[src/rtl/stall_ctrl.sv]
// -----------------------------------------------------------------------------
// stall_ctrl: hazard and stall controller for the 5-stage MIPS pipeline.
//
// Keeps a shadow copy of the destination register, write enable and Tnew of
// the instructions sitting in E and M. These are compared against the D-stage
// Tuse values to decide when D must be held and a bubble sent into E. It also
// owns the mult/div busy counter and holds HI/LO users in D while it runs.
//
// Ports:
//   CLK         rising-edge clock
//   reset       asynchronous active-low reset
//   rs_D, rt_D  D-stage source register fields
//   Tuse_rs_D   cycles until rs is consumed (3 = not used)
//   Tuse_rt_D   cycles until rt is consumed (3 = not used)
//   A3_D        D-stage destination register
//   RegWrite_D  D-stage instruction writes a GPR
//   Tnew_D      Tnew of the D instruction once it reaches E
//   md_op_D     00 none, 01 mult, 10 div, 11 treated as none
//   md_use_D    D instruction touches the mult/div unit or HI/LO
//   stall       hold PC and IF/ID
//   flush_E     clear ID/EX this edge (same as stall)
//   md_start    one-cycle start pulse to the mult/div unit
//   md_busy     mult/div counter non-zero
// -----------------------------------------------------------------------------
module stall_ctrl #(
   parameter int unsigned MULT_CYCLES = 5,
   parameter int unsigned DIV_CYCLES  = 10,
   parameter int unsigned CNT_W       = 4
) (
   input  logic       CLK,
   input  logic       reset,
   input  logic [4:0] rs_D,
   input  logic [4:0] rt_D,
   input  logic [1:0] Tuse_rs_D,
   input  logic [1:0] Tuse_rt_D,
   input  logic [4:0] A3_D,
   input  logic       RegWrite_D,
   input  logic [1:0] Tnew_D,
   input  logic [1:0] md_op_D,
   input  logic       md_use_D,
   output logic       stall,
   output logic       flush_E,
   output logic       md_start,
   output logic       md_busy
);

   // Shadow scoreboard for E and M
   logic [4:0]       a3_e_q, a3_m_q;
   logic             we_e_q, we_m_q;
   logic [1:0]       tnew_e_q, tnew_m_q;
   logic [1:0]       md_op_e_q;
   logic [CNT_W-1:0] cnt_q, cnt_d;

   logic [1:0]       md_op_norm;
   logic [1:0]       tnew_m_d;
   logic             haz_rs, haz_rt, haz_md;

   // Opcode 11 is reserved and behaves as "no operation"
   assign md_op_norm = (md_op_D == 2'b11) ? 2'b00 : md_op_D;

   // A source stalls only if a producer in E or M will not have its value
   // ready by the time D's instruction consumes it.
   always_comb begin
      haz_rs = 1'b0;
      haz_rt = 1'b0;
      if (rs_D != 5'd0 && Tuse_rs_D != 2'd3) begin
         haz_rs = (rs_D == a3_e_q && we_e_q && tnew_e_q > Tuse_rs_D) ||
                  (rs_D == a3_m_q && we_m_q && tnew_m_q > Tuse_rs_D);
      end
      if (rt_D != 5'd0 && Tuse_rt_D != 2'd3) begin
         haz_rt = (rt_D == a3_e_q && we_e_q && tnew_e_q > Tuse_rt_D) ||
                  (rt_D == a3_m_q && we_m_q && tnew_m_q > Tuse_rt_D);
      end
   end

   assign haz_md   = md_use_D && (md_op_e_q != 2'b00 || cnt_q != '0);
   assign stall    = haz_rs || haz_rt || haz_md;
   assign flush_E  = stall;
   assign md_start = (md_op_e_q != 2'b00) && (cnt_q == '0);
   assign md_busy  = (cnt_q != '0);

   assign tnew_m_d = (tnew_e_q == 2'd0) ? 2'd0 : tnew_e_q - 2'd1;

   // A new op is only accepted with the counter idle; a forced op during a
   // count is ignored and the count keeps running down.
   always_comb begin
      cnt_d = cnt_q;
      if (md_start) begin
         cnt_d = (md_op_e_q == 2'b01) ? CNT_W'(MULT_CYCLES) : CNT_W'(DIV_CYCLES);
      end else if (cnt_q != '0) begin
         cnt_d = cnt_q - CNT_W'(1);
      end
   end

   always_ff @(posedge CLK or negedge reset) begin
      if (!reset) begin
         a3_e_q    <= 5'd0;
         we_e_q    <= 1'b0;
         tnew_e_q  <= 2'd0;
         md_op_e_q <= 2'b00;
         a3_m_q    <= 5'd0;
         we_m_q    <= 1'b0;
         tnew_m_q  <= 2'd0;
         cnt_q     <= '0;
      end else begin
         if (stall) begin
            a3_e_q    <= 5'd0;
            we_e_q    <= 1'b0;
            tnew_e_q  <= 2'd0;
            md_op_e_q <= 2'b00;
         end else begin
            a3_e_q    <= A3_D;
            we_e_q    <= RegWrite_D;
            tnew_e_q  <= Tnew_D;
            md_op_e_q <= md_op_norm;
         end
         a3_m_q   <= a3_e_q;
         we_m_q   <= we_e_q;
         tnew_m_q <= tnew_m_d;
         cnt_q    <= cnt_d;
      end
   end

endmodule

[config.mk]
export PLATFORM = sky130hd
export DESIGN_NAME = stall_ctrl
export DESIGN_NICKNAME = d
export VERILOG_FILES = /design/src/rtl/stall_ctrl.sv
export SDC_FILE = /design/constraint.sdc
export NUM_CORES = 1
export LEC_CHECK = 0
export ABC_AREA = 0
export CAP_MARGIN = 20
export CORE_MARGIN = 4
export CORE_UTILIZATION = 49
export CTS_CLUSTER_DIAMETER = 100
export DETAILED_ROUTE_END_ITERATION = 16
export PLACE_DENSITY = 0.78
export SLEW_MARGIN = 20
export SYNTH_ARGS = -nofsm -noshare
export SYNTH_HDL_FRONTEND = slang
export SYNTH_SLANG_ARGS = --single-unit
export TNS_END_PERCENT = 30
[constraint.sdc]
create_clock -name CLK -period 2.65 [get_ports CLK]
set_input_delay 0.53 -clock CLK [delete_from_list [all_inputs] [get_ports CLK]]
set_output_delay 0.53 -clock CLK [all_outputs]
set_load 0.005 [all_outputs]
== Word-level counts from Yosys, hierarchy flattened ==
Index checks and enable logic that the tools add are counted.

* Add/subtract/negate cells: 2
* Multiplexer cells: 11
* Magnitude comparators: 4
* Reductions and logical operators: 24
* Equal/unequal tests: 8

{| class="wikitable"
|+ Operators by type and width
! kind !! number
|-
| 5-bit == test || 4
|-
| 1-bit logical AND || 12
|-
| 4-bit two-way mux || 3
|-
| 5-bit nonzero test || 2
|-
| 2-bit > comparator || 4
|-
| 2-bit two-way mux || 4
|-
| 1-bit logical OR || 5
|-
| 5-bit two-way mux || 1
|-
| 4-bit logical NOT || 1
|-
| 2-bit inequality test, second input constant || 2
|-
| 2-bit nonzero test || 2
|-
| 4-bit nonzero test || 1
|-
| 4-bit by 1-bit subtractor with 4-bit output, second input constant || 1
|-
| 1-bit two-way mux || 3
|-
| 2-bit by 1-bit == test with 1-bit output, second input constant || 1
|-
| 2-bit == test, second input constant || 1
|-
| 2-bit logical NOT || 1
|-
| 2-bit by 1-bit subtractor with 2-bit output, second input constant || 1
|}

* Register bits: 22
* Logic and storage cells: 57
* Output and inout port bits: 4
* Input port bits: 27

== Logic depth before layout (Yosys ltp) ==
* Word-level depth: 8
* Depth in mapped cells: 8
* Gate-level depth less buffers: 7

== Worst setup path after synthesis ==
No wires, ideal clock.

* Path kind: in2out
* Start point: in Tuse_rt_D[1]
* End point: out stall
* Path buffers: 1
* Path slack: 150 ps
* Stages: 7
* Required time: 2120 ps
* Arrival: 1970 ps
* Path through: inv_1 > ha_1 > a21oi_1 > or4_1 > a221oi_2 > or3b_1 > buf_4

* Longest elaborated chain between the ends: 6
* Elaborated cells between the ends (all ways): 10
* Classes of those cells: order compare: 2; eq/ne: 1; mux: 1; reduce/logical: 6

{| class="wikitable"
|+ RTL lines
! item !! line !! source
|-
| from (decl) || 35 || <nowiki>input logic [1:0] Tuse_rt_D,</nowiki>
|-
| 2-bit > comparator (on tied branches) || 71, 72 ||
|-
| 1-bit logical AND (on tied branches) || 71, 72 ||
|-
| 1-bit logical OR || 71 || <nowiki>haz_rt = (rt_D == a3_e_q && we_e_q && tnew_e_q > Tuse_rt_D) ||</nowiki>
|-
| 1-bit two-way mux (*) || 70 || <nowiki>if (rt_D != 5'd0 && Tuse_rt_D != 2'd3) begin</nowiki>
|-
| 1-bit logical OR (*) (2 in a row) || 77 || <nowiki>assign stall = haz_rs || haz_rt || haz_md;</nowiki>
|-
| to (decl) || 41 || <nowiki>output logic stall,</nowiki>
|}

Mark *: on every way between the ends. The rest lies on a longest branch, timed or not.

== Final worst setup path ==
* Start point: in rs_D[4]
* End point: out stall

* Longest elaborated chain between the ends: 7
* Elaborated cells between the ends (all ways): 12
* Classes of those cells: eq/ne: 2; mux: 1; reduce/logical: 9

{| class="wikitable"
|+ RTL lines
! item !! line !! source
|-
| from (decl) || 32 || <nowiki>input logic [4:0] rs_D,</nowiki>
|-
| 5-bit == test (on tied branches) || 67, 68 ||
|-
| 1-bit logical AND (on tied branches) (2 in a row) || 67, 68 ||
|-
| 1-bit logical OR || 67 || <nowiki>haz_rs = (rs_D == a3_e_q && we_e_q && tnew_e_q > Tuse_rs_D) ||</nowiki>
|-
| 1-bit two-way mux (*) || 66 || <nowiki>if (rs_D != 5'd0 && Tuse_rs_D != 2'd3) begin</nowiki>
|-
| 1-bit logical OR (*) (2 in a row) || 77 ||
|}

Marks and branches as above.

==> results_dict.tcl <==
set metrics [dict create \
    grt_remaining_overflow 0 \
    grt_max_degree 23 \
    crit_slowest_cell "or4_4" \
    ys.flop_type "dfrtp_1" \
    synth_cell_types 23 \
    drive_above_1_share 0.346 \
    fp-row-count 18 \
    seq_power_share 0.465 \
    clockRootBuffer "clkbuf_4" \
    clock_skew_ns 0.00796 \
    clock_path_buffers 2 \
    grt_pass1_vias 1216 \
    yosysWarnings 0 \
    slowest_delay_ns 0.55 \
    grt_usage 0.191 \
    cts_buffers 3 \
    coreArea_sq_um 2540 \
    switching_share 0.337 \
    drc 0 \
    status "complete, but fails checks" \
    hpwlAfterDp_microns 2450 \
    violations "setup timing" \
    portBuffers 30 \
    detailed_place.area_sq_um 1760 \
    p_comb_frac 0.393 \
    htree_levels 1 \
    clock-sinks 22 \
    cts.clk_slew.worst_paths_ns 0.10 \
    post-route-period-util 1.09 \
    path_common_cell "buf_6" \
    ios 31 \
    synth_top_area_cell "dfrtp_1" \
    seq_area_frac_synth 0.408 \
    die_h_microns 60.5 \
    synth_top_area_frac 0.408 \
    synth_area_sq_um 1350 \
    rsz0062_at_grt "yes" \
    maxCapViolations 0 \
    min_period_ns 2.88 \
    drtPass1Iterations 4 \
    die_area_sq_um 3660 \
    crit_type "in2out" \
    fin_ws_ns -0.233 \
    p_per_area_nw_per_um2 515 \
    drt_wl_total_microns 3320 \
    fmaxAchievable_ghz 0.347 \
    synth_area_leaders "dfrtp_1 (41%), xnor2_1 (11%), ha_1 (9.3%)" \
    synth_edf_count 0 \
    hold_viol 0 \
    crit_path_start_kind "primary input" \
    layout.nets 224 \
    instances_no_fill 215 \
    place.gp.congestion 0.806 \
    drtIter0Drc 37 \
    hold_path_depth 0 \
    cp_max_fo 3 \
    p_leak_nw 0.900 \
    ant_nets 0 \
    rr_worst_depth 8 \
    syn_to_final_growth_pct 43.7 \
    cts_tree "yes" \
    fin_area_sq_um 1940 \
    antenna_found_initial 0 \
    grt_pass1_wl_microns 5110 \
    tightest_slew_ns 0.364 \
    insertion_delay_ns 0.30 \
    min_path_type "reg2reg" \
    cp_cell_sequence "dlygate4sd2_1 -> xnor2_1 -> nand3_2 -> or4_4 -> a221oi_4 -> or3b_4 -> buf_6 -> buf_6" \
    syn_avg_cell_area_sq_um 10.0 \
    synth_nets 172 \
    wl_per_cell_microns 15.4 \
    setup_viol 2 \
    pwr-share-clk 0.141 \
    antenna_cells 0 \
    internal-power_w 0.000663 \
    ir_worst_vdd_uv 464 \
    yosys-top-cells-count "dfrtp_1 (22), xnor2_1 (17), nand2_1 (13)" \
    switchingPower_w 0.000337 \
    async_flop_share 1.00 \
    nFillCells 173 \
    vias_per_cell 5.45 \
    slew_viol_final 0 \
    vias 1172 \
    arrival_ns 2.35 \
    netlist_instances 135 \
    worst_ep_required_time_ns 2.12 \
    yosysMostFrequentCell "dfrtp_1" \
    crit_path_end_kind "output pin" \
    die_w_microns 60.5 \
    relSlewSlack 0.755 \
    initial_core_util 0.530 \
    dp_slack_ns -0.879 \
    synth-seq-cells 22 \
    place_inst 205 \
]
==> layout make-up <==
type                       instances  area, sq um  area share
clock buffer                       3         22.5      0.0116
inverter                          11         43.8      0.0226
multi-input combinational         98          855       0.440
sequential                        22          552       0.284
tap                               30         37.5      0.0193
timing repair buffer              51          430       0.222
==> kinds of logic (layout without fill, tap and decap cells) <==
group | Yosys count | in the layout | share of synthesized area
AND/OR/NAND/NOR | 52 | 52 | 0.232
flip-flops | 22 | 22 | 0.408
XOR/XNOR | 21 | 21 | 0.136
AO/OA/AOI/OAI | 15 | 15 | 0.0760
buffers and inverters | 15 | 65 | 0.0556
adder cells (fa/ha/maj) | 10 | 10 | 0.0927
==> per-stage QoR <==
step / utilization / hold WS, ns / power [W] / setup TNS, ns
floorplan: - / 0.234 / 0.000668 / 0
detailed placement: 0.691 / 0.414 / 0.000821 / -2.77
global placement: 0.691 / 0.407 / 0.000795 / -2.25
CTS: 0.751 / 0.452 / 0.000991 / -0.453
finish: 0.763 / 0.451 / 0.00100 / -0.407
global route: 0.763 / 0.468 / 0.00107 / -0.563
==> power groups by stage <==
stage | logic, W | clock network (W) | registers (W)
after global routing | 0.000438 | 0.000162 | 0.000474
final | 0.000393 | 0.000141 | 0.000465
after detailed placement | 0.000355 | 0 | 0.000466
after global placement | 0.000335 | 0 | 0.000460
after CTS | 0.000378 | 0.000150 | 0.000462
after floorplan | 0.000218 | 0 | 0.000450
==> critical path: cells and delay by family <==
family	cells	cell delay (ns)
AO/OA/AOI/OAI	1	0.30
buffers and inverters	3	0.45
AND/OR/NAND/NOR	3	0.84
XOR/XNOR	1	0.23
==> routing by layer <==
layer  routed length, microns  track usage  share of wire  vias up
met5                        0            0              0        -
met4                       78       0.0867          0.024        0
met3                      231       0.0362          0.070       10
met2                     1590        0.335           0.48       47
met1                     1420        0.226           0.43      553
li1                         -            -              -      562
==> path summary, 6_finish.rpt <==
| kind | to | from | slack, ns |
|---|---|---|---|
| max | stall | rs_D[4] | -0.23 |
| min | we_m_q | we_e_q | 0.45 |
| max reg2reg | a3_e_q[2] | tnew_m_q[1] | 0.39 |
| min reg2reg | we_m_q | we_e_q | 0.45 |
| max in group asynchronous | tnew_e_q[1] | reset | 1.85 |
| min in group asynchronous | a3_e_q[0] | reset | 0.56 |
==> what timing repair did <==
| item | in CTS | in global routing |
|---|---|---|
| resized for setup | 50 | 8 |
| endpoints found under the hold margin | 0 | 0 |
| hold buffers | 0 | 0 |
| setup buffers | 5 | 2 |
| setup endpoints to repair | 2 | 2 |
| pin swaps | 9 | 11 |
| cloned | 0 | 0 |
==> sequential cells by signal (all words and copies together) (netlist names) <==
signal	cells
a3_m_q	5
we_e_q	1
cnt_q	4
we_m_q	1
tnew_m_q	2
md_op_e_q	2
a3_e_q	5
tnew_e_q	2
==> placed cells by master (no fill, tap or decap), types with 2 or more instances in the layout <==
master / instances
dfrtp_1: 21
buf_4: 20
xnor2_1: 16
clkdlybuf4s50_1: 14
nand2_1: 11
nor3_2: 10
dlygate4sd2_1: 10
a21oi_1: 9
inv_1: 7
nor2_1: 7
nand3_1: 6
or4_4: 5
ha_4: 5
ha_1: 5
xor2_1: 4
inv_2: 3
o31ai_1: 3
clkbuf_4: 3
buf_2: 3
nand2_2: 2
nand3_2: 2
nor2_2: 2
a221oi_4: 2
nand3b_1: 2
buf_6: 2
(Power assumes the default switching activity.)
